`src/rtl/mem_port_arbiter_if.sv`:
```
// Bundle of every request, response and memory-port signal around the
// arbiter. Only clk and rst stay outside as plain ports.
//
// Handshake semantics: a requester raises if_req, or d_read/d_write, and holds
// it with stable address/data until the matching grant (if_gnt / d_gnt) is
// high in the same cycle. The transfer happens at the rising edge that ends
// the grant cycle. Results come back one cycle later as single-cycle pulses:
// *_valid with *_rdata for a legal read, or *_err for an illegal access.
// No backpressure exists on the result side.
//
// Modports:
//   slave  : the arbiter (takes requests and data_out, drives grants/results/memory port)
//   master : the environment (requesters plus memory)
interface mem_port_arbiter_if;
  logic        if_req;
  logic [31:0] if_addr;
  logic        if_gnt;
  logic [31:0] if_rdata;
  logic        if_valid;
  logic        if_err;

  logic        d_read;
  logic        d_write;
  logic [2:0]  d_funct3;
  logic [31:0] d_addr;
  logic [31:0] d_wdata;
  logic        d_gnt;
  logic [31:0] d_rdata;
  logic        d_valid;
  logic        d_err;

  logic        MemRead;
  logic        MemWrite;
  logic [2:0]  funct3;
  logic [31:0] addr;
  logic [31:0] data_in;
  logic [31:0] data_out;

  modport slave (
    input  if_req, if_addr, d_read, d_write, d_funct3, d_addr, d_wdata, data_out,
    output if_gnt, if_rdata, if_valid, if_err,
    output d_gnt, d_rdata, d_valid, d_err,
    output MemRead, MemWrite, funct3, addr, data_in
  );

  modport master (
    output if_req, if_addr, d_read, d_write, d_funct3, d_addr, d_wdata, data_out,
    input  if_gnt, if_rdata, if_valid, if_err,
    input  d_gnt, d_rdata, d_valid, d_err,
    input  MemRead, MemWrite, funct3, addr, data_in
  );
endinterface

```
`src/rtl/mem_port_arbiter.sv`:
```
// Arbiter between the IF-stage fetch and the MEM-stage load/store for the
// single port of the unified byte-addressed memory.
// - Grants are combinational, with one winner per cycle. Data wins ties until
//   MAX_DATA_BURST consecutive data grants have gone by while a fetch waits.
// - Alignment and range are checked in the grant cycle. An illegal access is
//   still granted, but the memory enables are suppressed.
// - Read data is registered back to the requester with a one-cycle valid
//   pulse. An illegal access gives an err pulse instead.
// Ports:
//   clk : rising-edge clock
//   rst : asynchronous active-low reset
//   bus : mem_port_arbiter_if.slave (requests, grants, results, memory port)
module mem_port_arbiter #(
  parameter int MEM_BYTES      = 256,
  parameter int MAX_DATA_BURST = 4
) (
  input  logic             clk,
  input  logic             rst,
  mem_port_arbiter_if.slave bus
);

  localparam logic [32:0] LIMIT     = 33'(MEM_BYTES);
  localparam logic [3:0]  BURST_MAX = 4'(MAX_DATA_BURST);

  logic [3:0]  burst_cnt;
  logic        burst_full;
  logic        d_req;
  logic        d_load;
  logic        if_win;
  logic        d_win;
  logic        fetch_bad;
  logic        d_bad;
  logic [31:0] if_rdata_q;
  logic [31:0] d_rdata_q;
  logic        if_valid_q;
  logic        if_err_q;
  logic        d_valid_q;
  logic        d_err_q;

  // The sum is done in 33 bits so that addresses near 2^32 cannot wrap back
  // into range.
  function automatic logic beyond_end(input logic [31:0] a, input logic [1:0] last);
    return ({1'b0, a} + {31'b0, last}) >= LIMIT;
  endfunction

  assign d_req      = bus.d_read | bus.d_write;
  assign d_load     = bus.d_read & ~bus.d_write;  // read+write together counts as a write
  assign burst_full = (burst_cnt == BURST_MAX);
  assign if_win     = bus.if_req & (~d_req | burst_full);
  assign d_win      = d_req & ~(bus.if_req & burst_full);

  // Both grants are masked by rst, so nothing is granted while reset is held.
  assign bus.if_gnt = rst & if_win;
  assign bus.d_gnt  = rst & d_win;

  assign fetch_bad = (|bus.if_addr[1:0]) | beyond_end(bus.if_addr, 2'd3);

  always_comb begin
    d_bad = 1'b1;
    case (bus.d_funct3)
      3'b000:  d_bad = beyond_end(bus.d_addr, 2'd0);
      3'b100:  d_bad = bus.d_write | beyond_end(bus.d_addr, 2'd0);
      3'b001:  d_bad = bus.d_addr[0] | beyond_end(bus.d_addr, 2'd1);
      3'b101:  d_bad = bus.d_write | bus.d_addr[0] | beyond_end(bus.d_addr, 2'd1);
      3'b010:  d_bad = (|bus.d_addr[1:0]) | beyond_end(bus.d_addr, 2'd3);
      default: d_bad = 1'b1;
    endcase
  end

  // Memory port steering. With no grant the port is driven to all zeros.
  always_comb begin
    bus.MemRead  = 1'b0;
    bus.MemWrite = 1'b0;
    bus.funct3   = 3'b000;
    bus.addr     = 32'h0;
    bus.data_in  = 32'h0;
    if (bus.if_gnt) begin
      bus.MemRead = ~fetch_bad;
      bus.funct3  = 3'b010;
      bus.addr    = bus.if_addr;
    end else if (bus.d_gnt) begin
      bus.MemRead  = d_load & ~d_bad;
      bus.MemWrite = bus.d_write & ~d_bad;
      bus.funct3   = bus.d_funct3;
      bus.addr     = bus.d_addr;
      bus.data_in  = bus.d_wdata;
    end
  end

  always_ff @(posedge clk or negedge rst) begin
    if (!rst) begin
      if_rdata_q <= 32'h0;
      d_rdata_q  <= 32'h0;
      if_valid_q <= 1'b0;
      if_err_q   <= 1'b0;
      d_valid_q  <= 1'b0;
      d_err_q    <= 1'b0;
      burst_cnt  <= 4'd0;
    end else begin
      if_valid_q <= bus.if_gnt & ~fetch_bad;
      if_err_q   <= bus.if_gnt & fetch_bad;
      d_valid_q  <= bus.d_gnt & d_load & ~d_bad;
      d_err_q    <= bus.d_gnt & d_bad;
      // data_out is captured only when MemRead was high in this cycle.
      if (bus.if_gnt && !fetch_bad) if_rdata_q <= bus.data_out;
      if (bus.d_gnt && d_load && !d_bad) d_rdata_q <= bus.data_out;
      // The counter tracks how long a waiting fetch has been bypassed.
      if (!bus.if_req || bus.if_gnt) burst_cnt <= 4'd0;
      else if (bus.d_gnt && !burst_full) burst_cnt <= burst_cnt + 4'd1;
    end
  end

  assign bus.if_rdata = if_rdata_q;
  assign bus.if_valid = if_valid_q;
  assign bus.if_err   = if_err_q;
  assign bus.d_rdata  = d_rdata_q;
  assign bus.d_valid  = d_valid_q;
  assign bus.d_err    = d_err_q;

endmodule

```
`src/flat_wrapper.sv`:
```
// flat-port wrapper written by rule: the top's interface ports become plain ports
module mem_port_arbiter_flat 
#(
  parameter int MEM_BYTES      = 256,
  parameter int MAX_DATA_BURST = 4
)
  (clk, rst, bus_if_req, bus_if_addr, bus_d_read, bus_d_write, bus_d_funct3, bus_d_addr, bus_d_wdata, bus_data_out, bus_if_gnt, bus_if_rdata, bus_if_valid, bus_if_err, bus_d_gnt, bus_d_rdata, bus_d_valid, bus_d_err, bus_MemRead, bus_MemWrite, bus_funct3, bus_addr, bus_data_in);
  mem_port_arbiter_if bus_i ();
  input  logic clk;
  input  logic rst;
  input wire logic [$bits(bus_i.if_req)-1:0] bus_if_req;
  input wire logic [$bits(bus_i.if_addr)-1:0] bus_if_addr;
  input wire logic [$bits(bus_i.d_read)-1:0] bus_d_read;
  input wire logic [$bits(bus_i.d_write)-1:0] bus_d_write;
  input wire logic [$bits(bus_i.d_funct3)-1:0] bus_d_funct3;
  input wire logic [$bits(bus_i.d_addr)-1:0] bus_d_addr;
  input wire logic [$bits(bus_i.d_wdata)-1:0] bus_d_wdata;
  input wire logic [$bits(bus_i.data_out)-1:0] bus_data_out;
  output wire logic [$bits(bus_i.if_gnt)-1:0] bus_if_gnt;
  output wire logic [$bits(bus_i.if_rdata)-1:0] bus_if_rdata;
  output wire logic [$bits(bus_i.if_valid)-1:0] bus_if_valid;
  output wire logic [$bits(bus_i.if_err)-1:0] bus_if_err;
  output wire logic [$bits(bus_i.d_gnt)-1:0] bus_d_gnt;
  output wire logic [$bits(bus_i.d_rdata)-1:0] bus_d_rdata;
  output wire logic [$bits(bus_i.d_valid)-1:0] bus_d_valid;
  output wire logic [$bits(bus_i.d_err)-1:0] bus_d_err;
  output wire logic [$bits(bus_i.MemRead)-1:0] bus_MemRead;
  output wire logic [$bits(bus_i.MemWrite)-1:0] bus_MemWrite;
  output wire logic [$bits(bus_i.funct3)-1:0] bus_funct3;
  output wire logic [$bits(bus_i.addr)-1:0] bus_addr;
  output wire logic [$bits(bus_i.data_in)-1:0] bus_data_in;
  assign bus_i.if_req = bus_if_req;
  assign bus_i.if_addr = bus_if_addr;
  assign bus_i.d_read = bus_d_read;
  assign bus_i.d_write = bus_d_write;
  assign bus_i.d_funct3 = bus_d_funct3;
  assign bus_i.d_addr = bus_d_addr;
  assign bus_i.d_wdata = bus_d_wdata;
  assign bus_i.data_out = bus_data_out;
  assign bus_if_gnt = bus_i.if_gnt;
  assign bus_if_rdata = bus_i.if_rdata;
  assign bus_if_valid = bus_i.if_valid;
  assign bus_if_err = bus_i.if_err;
  assign bus_d_gnt = bus_i.d_gnt;
  assign bus_d_rdata = bus_i.d_rdata;
  assign bus_d_valid = bus_i.d_valid;
  assign bus_d_err = bus_i.d_err;
  assign bus_MemRead = bus_i.MemRead;
  assign bus_MemWrite = bus_i.MemWrite;
  assign bus_funct3 = bus_i.funct3;
  assign bus_addr = bus_i.addr;
  assign bus_data_in = bus_i.data_in;
  mem_port_arbiter #(.MEM_BYTES(MEM_BYTES), .MAX_DATA_BURST(MAX_DATA_BURST)) u_core (.clk(clk), .rst(rst), .bus(bus_i));
endmodule
```
`config.mk`:
```
export PLATFORM = sky130hd
export DESIGN_NAME = mem_port_arbiter_flat
export DESIGN_NICKNAME = d
export VERILOG_FILES = /design/src/rtl/mem_port_arbiter_if.sv /design/src/rtl/mem_port_arbiter.sv /design/src/flat_wrapper.sv
export SDC_FILE = /design/constraint.sdc
export NUM_CORES = 1
export LEC_CHECK = 0
export BUFFER_PORTS_ARGS = -buffer_cell sky130_fd_sc_hd__buf_2
export CORE_ASPECT_RATIO = 0.75
export CORE_UTILIZATION = 45
export DETAILED_ROUTE_END_ITERATION = 8
export GPL_ROUTABILITY_DRIVEN = 1
export PLACE_DENSITY_LB_ADDON = 0.25
export SLEW_MARGIN = 0
export SYNTH_ARGS = -nofsm -noshare
export SYNTH_HDL_FRONTEND = slang
export SYNTH_SLANG_ARGS = --single-unit
```
`constraint.sdc`:
```
create_clock -name clk -period 8.18 [get_ports clk]
set_input_delay 0.818 -clock clk [delete_from_list [all_inputs] [get_ports clk]]
set_output_delay 0.818 -clock clk [all_outputs]
set_load 0.1 [all_outputs]
```
; After elaboration in Yosys (flattened, before gate mapping)
; Index checks and enable logic that the tools add are counted.
[op_classes]
add_sub_neg = 4
n_lt_le_gt_ge = 4
n_eq_ne = 5
muxes = 13
n_bitwise = 26
reduce_logical = 13
[op_table]
columns = op, n
row1 = 32-bit 2-to-1 mux, 4
row2 = "33-bit by 9-bit greater-or-equal comparator with 1-bit output, second input constant", 3
row3 = "32-bit by 2-bit adder with 33-bit output, second input constant", 2
row4 = "32-bit by 1-bit adder with 33-bit output, second input constant", 1
row5 = "32-bit by 9-bit greater-or-equal comparator with 1-bit output, second input constant", 1
row6 = 1-bit bitwise AND, 13
row7 = 4-bit 2-to-1 mux, 2
row8 = 1-bit OR, 8
row9 = "3-bit equality test, second input constant", 2
row10 = 3-bit 2-to-1 mux, 2
row11 = 1-bit inverter, 5
row12 = 1-bit case mux with 5 select lines, 1
row13 = "4-bit by 1-bit adder with 4-bit output, second input constant", 1
row14 = "4-bit by 3-bit equality test with 1-bit output, second input constant", 1
row15 = 1-bit logical AND, 4
row16 = 1-bit zero test, 4
row17 = 1-bit 2-to-1 mux, 4
row18 = 2-bit OR reduction, 2
row19 = "3-bit by 1-bit equality test with 1-bit output, second input constant", 1
row20 = "3-bit by 2-bit equality test with 1-bit output, second input constant", 1
row21 = 3-bit zero test, 1
row22 = 2-bit nonzero test, 1
row23 = 1-bit logical OR, 1
[totals]
register_bits = 72
inputBits = 136

; Depth between registers and ports, before layout
[logic_depth]
word_depth = 8
depth_mapped = 12
ltp_nobuf = 10

; Worst setup path after synthesis
; No wires, ideal clock.
[synth_path]
path_type = input to output
start = in bus_d_addr[12]
end = out bus_MemWrite
arrival_time_ps = 5024
required_time_ps = 7362
path_slack_ps = 2338
path_stages = 9
path_buffers = 1
cell_sequence = buf_2 -> nand4_2 -> or4_1 -> o21a_1 -> nor4_1 -> o2111ai_1 -> o41ai_2 -> a2bb2oi_1 -> nor3b_1
[synth_via]
elab_chain_cells = 8
[synth_rtl]
columns = element, line
row1 = from (decl), flat_wrapper.sv:16  ; input wire logic [$bits(bus_i.d_addr)-1:0] bus_d_addr;
row2 = 32-bit by 2-bit adder with 33-bit output / 32-bit by 1-bit adder with 33-bit output (equally long branches), mem_port_arbiter.sv:43  ; return ({1'b0, a} + {31'b0, last}) >= LIMIT;
row3 = 33-bit by 9-bit greater-or-equal comparator with 1-bit output, mem_port_arbiter.sv:43
row4 = "1-bit OR, on equally long branches", "mem_port_arbiter.sv:65, mem_port_arbiter.sv:63, mem_port_arbiter.sv:64"
row5 = 1-bit case mux with 5 select lines *, mem_port_arbiter.sv:60  ; case (bus.d_funct3)
row6 = 1-bit inverter *, mem_port_arbiter.sv:83  ; bus.MemWrite = bus.d_write & ~d_bad;
row7 = 1-bit bitwise AND *, mem_port_arbiter.sv:83
row8 = 1-bit 2-to-1 mux *, mem_port_arbiter.sv:81  ; end else if (bus.d_gnt) begin
row9 = 1-bit 2-to-1 mux *, mem_port_arbiter.sv:77  ; if (bus.if_gnt) begin
row10 = to (decl), flat_wrapper.sv:28  ; output wire logic [$bits(bus_i.MemWrite)-1:0] bus_MemWrite;
; Mark *: on every way between the ends. The rest lies on a longest branch, timed or not.

; Final worst setup path
[layout_path]
start = in bus_d_addr[11]
end = out bus_MemRead
[layout_via]
elab_chain_cells = 8
[layout_rtl]
columns = element, line
row1 = 32-bit by 2-bit adder with 33-bit output / 32-bit by 1-bit adder with 33-bit output (equally long branches), mem_port_arbiter.sv:43
row2 = 33-bit by 9-bit greater-or-equal comparator with 1-bit output, mem_port_arbiter.sv:43
row3 = "1-bit OR, on equally long branches", "mem_port_arbiter.sv:65, mem_port_arbiter.sv:63, mem_port_arbiter.sv:64"
row4 = 1-bit case mux with 5 select lines *, mem_port_arbiter.sv:60
row5 = 1-bit inverter *, mem_port_arbiter.sv:82  ; bus.MemRead = d_load & ~d_bad;
row6 = 1-bit bitwise AND *, mem_port_arbiter.sv:82
row7 = 1-bit 2-to-1 mux *, mem_port_arbiter.sv:81
row8 = 1-bit 2-to-1 mux *, mem_port_arbiter.sv:77
row9 = to (decl), flat_wrapper.sv:27  ; output wire logic [$bits(bus_i.MemRead)-1:0] bus_MemRead;
; Marked as above.

==> metrics.txt <==
GR Overflow Total=0; flops & latches, synth=72; CTS tree=yes; TritonRoute pass-1 iters=5; Final TNS setup=0 ns; die area=11000 µm²; final hold vios=0; Leak=3.47 nW; Post-Synthesis Cells=489; Cells after DPL=866; sequential group share of total power=33.2%; io pins=275; reg-to-reg slack, setup=5.64 ns; Fmax=185 MHz; number of buffers added on ports=274; combinational share of power=27.6%; fin nets=879; FFs w/ async S/R, synth=100%; top cell type's share of synthesized area=38.0%; worst r2r src=u_core.burst_cnt[0]; WL/cell=19.9 µm; top cells by area, synth=dfrtp_1 (38%), mux2_2 (8.8%), mux2_1 (6.7%), a22o_1 (5.9%), and2_1 (5.1%); Vias=5155; worst slew pin tran=1.27 ns; first-pass GRT wire length=27000 µm; pwr dens=167 nW/µm²; max_slew headroom=15.3%; busiest grt layer=met2; final clock skew=0.00496 ns; Fill cells=856; cell area after synthesis=4740 µm²; TritonCTS Sinks=72; register clock-pin slew on the reported worst setup and hold paths=0.06 ns; Post-synth EDFFs=0; GR Util met1=41.0%; clock buffer count from CTS=9; CTS max path bufs=2; core box area=10200 µm²; most numerous cell in the Yosys netlist=dfrtp_1; met2 GRT Util=52.5%; Internal Power=0.687 mW; Ant. Diodes=0; Iteration-0 DRC Markers=393; critical path startpoint category=primary input; Most used DFF post-synth=dfrtp_1; clock power share=39.2%; outcome=finished, final reports clean; initial core utilization=46.2%; worst hold path type=in2async; initial antenna violation count=0; Net Switching=0.391 mW; post-route antenna net violation count=0; Hold Slack=0.372 ns; aggregate routed wire length=17600 µm; minimum clock period=5.41 ns; vias in the first global route=4918; Die Y=90.9 µm; largest area contributor in the netlist=dfrtp_1; Max Cap Viol=0; worst vdd ir=127 µV; synth-to-layout area growth=36.5%; clk root buf=clkbuf_16; Mapped Nets=627; Avg Vias per Cell=5.84; Pwr Total=1.08 mW; CP arrival=4.59 ns; switch share=36.3%; post-cts sizing count=0; GP Congestion=0.987; Critical R2R Capture=u_core.bus.if_rdata[5]; M3 GR Usage=11.1%; CP endpoint kind=output port; Crit path required time=7.36 ns; Seq/Total Area, Yosys=38.0%; Crit Path Max Fanout=34; largest net degree at the start of global routing=69; DR DRC count=0; H-Tree Depth=3; Critical Path Sink=bus_MemRead; critical path class=in2out; worst-skew pair later-pin latency=0.34 ns; All-Layer GR Usage=32.5%; Rows=32; CP Launch Point=bus_d_addr[11]; yosys warns=0; die width=121 µm; Post-Layout Cell Count=882; Setup WS post-layout=2.77 ns; post-DP HPWL=13700 µm; fraction of layout cells with a size suffix above 1=45.8%; final setup fails=0; Slew Limit Fails=0; Final period util=66.1%; worst slack at placement=2.87 ns; Post-synth top cells=dfrtp_1 (72), and2_1 (39), mux2_2 (37), a22o_1 (32), mux2_1 (28); syn_area_per_cell=9.69 µm²; unrepaired setup endpoints after global routing=no; setup bufs post-CTS=0; Netlist cell types=54; cells on worst reg2reg path=9; hold_buf cts=0
## placed cells by master (no fill, tap or decap), drive strengths merged, types with 6 or more instances in the layout
cell type  netlist  final
and3             6      6
nor2b            6      6
a21oi           13     13
nand2           24     24
a22o            32     32
clkbuf          19      9
o21ai            9      9
dfrtp           72     72
nor3            17     17
nor2            16     16
nand3           21     21
buf             20    280
and2            39     39
inv              5      6
and4             7      7
mux2            65     65
nor4            18     18
or3             10     10
nand4           22     22
## stage by stage
step / utilization (%) / instance area, µm²
finish: 63.1 / 6470
global route: 63.1 / 6470
CTS: 63.1 / 6470
detailed placement: 60.0 / 6150
global placement: 60.0 / 6150
floorplan: - / 4740
## worst min-delay path by stage
stage | start | endpoint | slack (ns) | depth (start not counted)
2_1_floorplan | rst | u_core.burst_cnt[0] | 0.52 | 0
3_3_place_gp | u_core.bus.d_rdata[29] | u_core.bus.d_rdata[29] | 0.46 | 1
3_5_place_dp | u_core.bus.d_rdata[19] | u_core.bus.d_rdata[19] | 0.47 | 1
4_1_cts | rst | u_core.burst_cnt[3] | 0.37 | 1
5_1_grt | rst | u_core.burst_cnt[3] | 0.38 | 1
6_report | rst | u_core.burst_cnt[3] | 0.37 | 1
## worst max-delay path, cell delays in order
cell	delay (ns)
buf_2	0.14
or3_1	0.45
or4bb_1	0.53
a2111oi_0	0.52
o2111ai_1	0.24
o41ai_2	0.45
a2bb2oi_1	0.18
nor3b_4	0.19
buf_4	0.42
or2_2	0.19
buf_2	0.41
## registers in the layout, summed over array words and instances, names as in the netlist
name and flops:
u_core.bus.d_rdata 32, u_core.bus.if_rdata 32, u_core.burst_cnt 4, u_core.bus.d_err 1
u_core.bus.d_valid 1, u_core.bus.if_err 1, u_core.bus.if_valid 1
## power groups by stage
stage	clock network (mW)	registers, mW	logic [mW]
after global placement	0	0.364	0.294
after CTS	0.426	0.358	0.296
after detailed placement	0	0.364	0.295
final	0.422	0.358	0.297
after floorplan	0	0.368	0.206
after global routing	0.447	0.358	0.310
## kinds of logic (layout without fill, tap and decap cells)
kind of cell    Yosys count  count (layout)  synth area share [%]
compound gates           92              92                  14.8
flops                    72              72                  38.0
simple gates            203             203                  24.8
buf+inv                  44             301                  4.30
fa+ha+maj                 2               2                 0.528
xor+xnor                 10              10                  1.85
mux                      66              66                  15.7
## area by class of cell
type,count,area (µm²),share of cell area [%]
clock inverters,7,95.1,1.47
inverters,5,18.8,0.290
flip-flops and latches,72,1800,27.9
clock buffers,9,225,3.48
multi-input cells,373,2740,42.4
repair buffers,280,1420,21.9
well taps,136,170,2.63
## layer usage
metal	routed length, µm	vias to the layer above	share of wire (%)
li1	-	2362	-
met1	6860	2434	39
met2	8310	323	47
met3	2000	36	11
met4	397	0	2.3
met5	0	-	0
Power figures use the tool's default switching activity.
